===== config.mk =====
export PLATFORM = sky130hd
export DESIGN_NAME = sys_if_arbiter
export DESIGN_NICKNAME = d
export VERILOG_FILES = /design/src/rtl/sys_if_arbiter.sv
export SDC_FILE = /design/constraint.sdc
export NUM_CORES = 1
export LEC_CHECK = 0
export CELL_PAD_IN_SITES_DETAIL_PLACEMENT = 0
export CELL_PAD_IN_SITES_GLOBAL_PLACEMENT = 2
export CORE_ASPECT_RATIO = 1.4
export CORE_UTILIZATION = 21
export CTS_CLUSTER_SIZE = 14
export DETAILED_ROUTE_END_ITERATION = 8
export PLACE_DENSITY = 0.93
export SKIP_CTS_REPAIR_TIMING = 1
export SLEW_MARGIN = 5
export SYNTH_ARGS = -nofsm -noshare
export SYNTH_HDL_FRONTEND = slang
export SYNTH_SLANG_ARGS = --single-unit
export TNS_END_PERCENT = 100

===== constraint.sdc =====
create_clock -name clk -period 3.2 [get_ports clk]
set_input_delay 0.48 -clock clk [delete_from_list [all_inputs] [get_ports clk]]
set_output_delay 0.48 -clock clk [all_outputs]
set_load 0.005 [all_outputs]

===== src/rtl/sys_if_arbiter.sv =====
// sys_if_arbiter: round-robin arbiter sharing one sys_if register bus among NUM_REQ requesters.
// Optional macro SYS_IF_ARB_LOCK_EN adds req_lock so one requester can hold the bus for read-modify-write.
module sys_if_arbiter #(
   parameter int NUM_REQ = 4,
   parameter int RD_WAIT = 2
) (
   input  logic                  clk,
   input  logic                  rst_n,
   input  logic [NUM_REQ-1:0]    req_valid,
   input  logic [NUM_REQ-1:0]    req_wr,
   input  logic [NUM_REQ*32-1:0] req_addr,
   input  logic [NUM_REQ*32-1:0] req_wdata,
`ifdef SYS_IF_ARB_LOCK_EN
   input  logic [NUM_REQ-1:0]    req_lock,
`endif
   output logic [NUM_REQ-1:0]    req_ready,
   output logic [NUM_REQ-1:0]    rsp_valid,
   output logic [31:0]           rsp_rdata,
   output logic                  sys_if_wen,
   output logic [31:0]           sys_if_addr,
   output logic [31:0]           sys_if_wdata,
   input  logic [31:0]           sys_if_rdata,
   output logic                  busy
);

   localparam int IW = (NUM_REQ > 1) ? $clog2(NUM_REQ) : 1;

   typedef enum logic [1:0] {IDLE, WRITE, READ, RESP} state_t;

   state_t                   state, state_nxt;
   logic [IW-1:0]            rr_ptr, gnt_idx, cand;
   logic                     gnt_any;
   logic [3:0]               cnt;
   logic [NUM_REQ-1:0][31:0] addr_v, wdata_v;

   assign addr_v  = req_addr;
   assign wdata_v = req_wdata;

`ifdef SYS_IF_ARB_LOCK_EN
   logic locked, lock_hold;

   // Lock is re-evaluated at every response; it drops on the first idle cycle without req_lock.
   always_ff @(posedge clk or negedge rst_n) begin
      if (!rst_n)
         locked <= 1'b0;
      else if (state == RESP)
         locked <= req_lock[rr_ptr];
      else if (state == IDLE && !req_lock[rr_ptr])
         locked <= 1'b0;
   end

   assign lock_hold = locked & req_lock[rr_ptr];
`endif

   // Walk downward so the last hit is the nearest index above rr_ptr.
   always_comb begin
      gnt_any = 1'b0;
      gnt_idx = rr_ptr;
      cand    = '0;
      for (int k = NUM_REQ; k >= 1; k--) begin
         cand = IW'((int'(rr_ptr) + k) % NUM_REQ);
         if (req_valid[cand]) begin
            gnt_any = 1'b1;
            gnt_idx = cand;
         end
      end
`ifdef SYS_IF_ARB_LOCK_EN
      if (lock_hold) begin
         gnt_any = req_valid[rr_ptr];
         gnt_idx = rr_ptr;
      end
`endif
   end

   always_ff @(posedge clk or negedge rst_n) begin
      if (!rst_n)
         state <= IDLE;
      else
         state <= state_nxt;
   end

   always_comb begin
      state_nxt = state;
      req_ready = '0;
      rsp_valid = '0;
      case (state)
         IDLE: begin
            if (gnt_any) begin
               req_ready[gnt_idx] = 1'b1;
               state_nxt          = req_wr[gnt_idx] ? WRITE : READ;
            end
         end
         WRITE: state_nxt = RESP;
         READ:  if (cnt == 4'd0) state_nxt = RESP;
         RESP: begin
            rsp_valid[rr_ptr] = 1'b1;
            state_nxt         = IDLE;
         end
         default: state_nxt = IDLE;
      endcase
   end

   // rr_ptr doubles as the current owner index from grant through response.
   always_ff @(posedge clk or negedge rst_n) begin
      if (!rst_n) begin
         rr_ptr       <= IW'(NUM_REQ - 1);
         sys_if_addr  <= '0;
         sys_if_wdata <= '0;
         rsp_rdata    <= '0;
         cnt          <= '0;
      end else begin
         case (state)
            IDLE: begin
               if (gnt_any) begin
                  rr_ptr       <= gnt_idx;
                  sys_if_addr  <= addr_v[gnt_idx];
                  sys_if_wdata <= wdata_v[gnt_idx];
                  cnt          <= 4'(RD_WAIT - 1);
               end
            end
            WRITE: rsp_rdata <= '0;
            READ: begin
               if (cnt == 4'd0)
                  rsp_rdata <= sys_if_rdata;
               else
                  cnt <= cnt - 4'd1;
            end
            default: ;
         endcase
      end
   end

   assign sys_if_wen = (state == WRITE);
   assign busy       = (state != IDLE);

endmodule


## Word level (Yosys, flattened, before mapping)

Cells that the tools add are included.

| cells by class | value |
|---|---|
| add/sub/neg operators | 5 |
| order comparisons | 8 |
| eq/ne operators | 6 |
| muxes and demuxes | 38 |
| reduce and logical (&&, ||, !) cells | 11 |

Operator list:

| cell | count |
|---|---|
| 32-bit binary-select mux with 2-bit select | 2 |
| 32-bit two-way mux | 3 |
| 32-bit case mux with 2 select lines | 1 |
| 4-bit two-way mux | 5 |
| 2-bit by 3-bit less-than comparator with 1-bit output, second input constant | 6 |
| 2-bit two-way mux | 7 |
| 1-bit two-way mux | 11 |
| 1-bit binary-select mux with 2-bit select | 5 |
| 2-bit case mux with 4 select lines | 1 |
| 4-bit case mux with 2 select lines | 1 |
| 2-bit != test, second input constant | 3 |
| 2-bit AND reduction | 3 |
| 2-bit nonzero test | 3 |
| 2-bit by 1-bit adder with 2-bit output, second input constant | 2 |
| 2-bit adder, second input constant | 2 |
| 1-bit demux with 2-bit select | 2 |
| 2-bit equality test, second input constant | 2 |
| 2-bit by 1-bit >= comparator with 1-bit output, second input constant | 2 |
| 4-bit logical NOT | 1 |
| 4-bit by 1-bit subtractor with 4-bit output, second input constant | 1 |
| 3-bit AND reduction | 1 |
| 2-bit by 1-bit equality test with 1-bit output, second input constant | 1 |
| 1-bit logical AND | 2 |
| 2-bit logical NOT | 1 |

| word-level totals | value |
|---|---|
| flip-flop bits (word level) | 104 |
| input bits | 298 |
| output and inout bits | 106 |
| logic and storage cells | 74 |

## Longest topological paths before layout

| depth | value |
|---|---|
| word-level depth | 13 |
| depth in mapped cells | 12 |
| mapped depth without buffers | 8 |

## Worst setup path before layout

OpenSTA, ideal clock, no wires.

| path | value |
|---|---|
| kind | flip-flop to output port |
| start point | register rr_ptr[0] |
| end point | output req_ready[0] |
| data arrival time | 2.366 ns |
| data required time | 2.720 ns |
| path slack | 0.354 ns |
| cell stages (with the launch flop) | 11 |
| path buffers | 3 |
| cell sequence | dfstp_2 buf_2 inv_1 ha_1 mux2i_1 nand3_1 o311ai_1 mux2_4 buf_6 buf_6 nor3_1 |

| on the way | value |
|---|---|
| word-level cells in the longest chain between the ends | 13 |
| elaborated cells between the ends (all ways) | 27 |
| classes of those cells | 4 x add/sub; 2 x order compare; 20 x mux; 1 x reduce/logical |

RTL lines:

| item | RTL line | text |
|---|---|---|
| from (decl) | 31 | `logic [IW-1:0] rr_ptr, gnt_idx, cand;` |
| from (signal assigned) | 106 | `rr_ptr <= IW'(NUM_REQ - 1);` |
| from (signal assigned) | 115 | `rr_ptr <= gnt_idx;` |
| 2-bit by 1-bit adder with 2-bit output | 61 | `cand = IW'((int'(rr_ptr) + k) % NUM_REQ);` |
| 1-bit binary-select mux with 2-bit select | 62 | `if (req_valid[cand]) begin` |
| 1-bit two-way mux (not written as such) | 62 |  |
| 2-bit two-way mux (4 in series) | 62 |  |
| 2-bit by 3-bit less-than comparator with 1-bit output (not written as such) / 2-bit by 1-bit >= comparator with 1-bit output (equally long branches) | 89 | `req_ready[gnt_idx] = 1'b1;` |
| 1-bit logical AND (not written as such) | 89 |  |
| 1-bit two-way mux (not written as such) | 89 |  |
| 1-bit demux with 2-bit select | 89 |  |
| 4-bit two-way mux * | 88 | `if (gnt_any) begin` |
| 4-bit two-way mux * | 86 | `case (state)` |
| to (decl) | 16 | `output logic [NUM_REQ-1:0] req_ready,` |

Every way passes the cells marked *; elsewhere a longest branch is shown, timed or not. The select of a mux whose other input is x is not followed.

## Final worst setup path

Ends and elaborated chain as after synthesis.

==> results.sh <==
export IMPL_netlist_area_um2=6290
export IMPL_track_usage_pct=13.9
export IMPL_yosysSeqAreaShare_pct=41.4
export IMPL_design_area_um2=11200
export IMPL_cts_root_buffer="clkbuf_16"
export IMPL_power_leakage_nw=4.87
export IMPL_status="completed"
export IMPL_hold_slack_ns=0.107
export IMPL_postRouteAntennaNets=0
export IMPL_relSlewSlack_pct=54.5
export IMPL_ioPinCount=404
export IMPL_remaining_drc_errors=0
export IMPL_fin_skew_ns=0.00890
export IMPL_postSynthCellCount=589
export IMPL_min_period_ns=2.97
export IMPL_grt_antenna_before_repair=0
export IMPL_via_per_inst=4.33
export IMPL_grt_ovfl_total=0
export IMPL_ir_drop_uv=1100
export IMPL_firstDrtPassIters=4
export IMPL_vias=5907
export IMPL_critPathMaxFanout=2
export IMPL_grt_pass1_vias=5951
export IMPL_tritoncts="done"
export IMPL_hold_path_class="input pin to async pin"
export IMPL_syn_to_final_growth_pct=77.5
export IMPL_synthFlopType="dfrtp_1"
export IMPL_grt_max_degree=73
export IMPL_hpwl_mm=17.3
export IMPL_crit_path_top_delay_cell="dfstp_2"
export IMPL_dieWidth_um=148
export IMPL_fmax_mhz=337
export IMPL_numClockSinks=104
export IMPL_synthArstFlopShare_pct=100
export IMPL_critPathLaunchType="flop"
export IMPL_max_stage_delay_ns=0.54
export IMPL_fin_crit_sh_pct=92.8
export IMPL_synth_area_top_cells="dfrtp_1 (41%), mux2i_1 (21%), mux2_2 (11%), o21ai_1 (5.2%), a22o_1 (4.5%)"
export IMPL_clockBufferDepth=2
export IMPL_clk_pin_slew_ns=0.08
export IMPL_netlist_area_leader_share_pct=40.6
export IMPL_port_buffers=403
export IMPL_total_power_mw=10.0
export IMPL_drt_iter0_markers=141
export IMPL_syn_area_per_cell_um2=10.7
export IMPL_start_util_pct=21.4
export IMPL_cp_arrival_ns=2.49
export IMPL_synth_top_cells_by_count="mux2i_1 (132), dfrtp_1 (102), nand2_1 (73)"
export IMPL_tightestPinTransition_ns=0.683
export IMPL_startpoint="rr_ptr[0]"
export IMPL_yosys_area_share_simple_pct=6.86
export IMPL_grt_pass1_wl_mm=32.3
export IMPL_drive_above_1_share_pct=11.2
export IMPL_finalWorstSetupSlack_ns=0.231
export IMPL_worstSetupPathType="flop to output port"
export IMPL_report_final_slew_viol_count=0
export IMPL_post_place_ws_ns=-0.243
export IMPL_synthXorXnorAreaFrac_pct=0
export IMPL_synth_compound_area_share_pct=11.6
export IMPL_wl_mm=22.2
export IMPL_clock_latency_ns=0.35
export IMPL_dieArea_um2=30700
export IMPL_synth_edff_count=0
export IMPL_die_height_um=207
export IMPL_core_area_um2=29400
export IMPL_yosys_area_top_type="dfrtp_1"
export IMPL_htree_num_levels=3
export IMPL_rsz0062_at_grt="no"
export IMPL_placed_cell_area_um2=10800
export IMPL_cp_cell_sequence="inv_1, ha_4, mux2i_1, nand3_1, o311ai_4, mux2_4, nor3_4, buf_6, dlymetal6s2s_1"
export IMPL_setup_viol=0
export IMPL_synth_nets=897
export IMPL_fin_tns_setup_ns=0
export IMPL_numCtsBuffers=9
export IMPL_endpoint_kind="output port"
export IMPL_required_ns=2.72
export IMPL_hold_viol_final=0
export IMPL_ys_seq_elements=104
export IMPL_synth_warnings=0
export IMPL_num_rows=74
export IMPL_cap_viol_max_count=0
export IMPL_synth_most_common_cell="mux2i_1"
export IMPL_num_antenna_cells=0
export IMPL_synth_top_family_by_area="multiplexers"
export IMPL_avgRoutedWirePerCell_um=16.3
export IMPL_layout_nets=1287
export IMPL_synth_area_mux_share_pct=33.9
export IMPL_powerDensity_nw_per_um2=897
export IMPL_synthDistinctLibCells=35
export IMPL_synth_fa_ha_area_share_pct=1.99
export IMPL_r2r_start="rr_ptr[0]"
export IMPL_gp_congestion=0.778
per-stage QoR:
step	instances	util, %
after detailed placement	1348	36.8
after global placement	1348	36.8
after CTS	1364	37.9
final	1364	38.0
after floorplan	589	-
after global routing	1364	38.0
critical path, delay by kind of cell, from the launching register on:
kind	cells	cell delay [ns]
compound gates	1	0.10
fa+ha+maj	1	0.28
buf+inv	3	0.33
flops	1	0.54
mux	2	0.53
simple gates	2	0.36
report_power, final:
group,internal (mW),switching (mW),leakage (nW)
clock network,0.625,0.570,0.150
registers,1.92,0.318,1.31
logic,3.64,2.95,3.41
total,6.18,3.84,4.87
final cells by class:
cell class	count	area (um^2)
inverters	9	33.8
clock buffers	9	225
clock inverters	7	86.3
multi-input cells	431	3490
well taps	380	475
fillers	2977	18200
repair buffers	424	4250
flip-flops and latches	104	2610
path summary, 6_finish.rpt:
check                                        to  slack [ns]  cells past startpoint
worst max-delay path               req_ready[0]        0.23                      9
worst min-delay path              rsp_rdata[24]        0.11                      1
worst max register to register         state[1]        0.42                     10
worst min register to register  sys_if_addr[25]        0.48                      2
max in group asynchronous          rsp_rdata[4]        2.34                      2
min in group clk                sys_if_addr[25]        0.48                      2
placed cells by master, fill, tap and decap left out, types with 3 or more instances in the layout:
| cell | instances |
|---|---|
| a21oi_1 | 5 |
| a22o_1 | 32 |
| and2_1 | 6 |
| buf_12 | 4 |
| buf_4 | 17 |
| clkbuf_16 | 9 |
| clkdlybuf4s50_1 | 398 |
| dfrtp_1 | 102 |
| dlymetal6s2s_1 | 4 |
| ha_1 | 9 |
| inv_1 | 8 |
| mux2_1 | 9 |
| mux2_2 | 59 |
| mux2_4 | 3 |
| mux2i_1 | 132 |
| nand2_1 | 73 |
| nor2_1 | 7 |
| nor4_1 | 3 |
| o21ai_0 | 6 |
| o21ai_1 | 64 |
kinds of logic (layout without fill, tap and decap cells):
family,after synthesis,in the layout
compound gates,117,117
buf+inv,54,449
flops,104,104
fa+ha+maj,10,10
simple gates,101,101
mux,203,203
per-layer routing:
metal	track usage [%]	up-vias	share of wire, %
li1	-	2911	-
met1	14.7	2738	38
met2	26.6	242	53
met3	3.80	16	7.1
met4	4.05	0	1.6
met5	0	-	0
flip-flops by register name, summed over array words and instances, names as in the netlist:
signal / cells
state: 2
cnt: 4
rr_ptr: 2
sys_if_addr: 32
sys_if_wdata: 32
rsp_rdata: 32
Power figures use the tool's default switching activity.
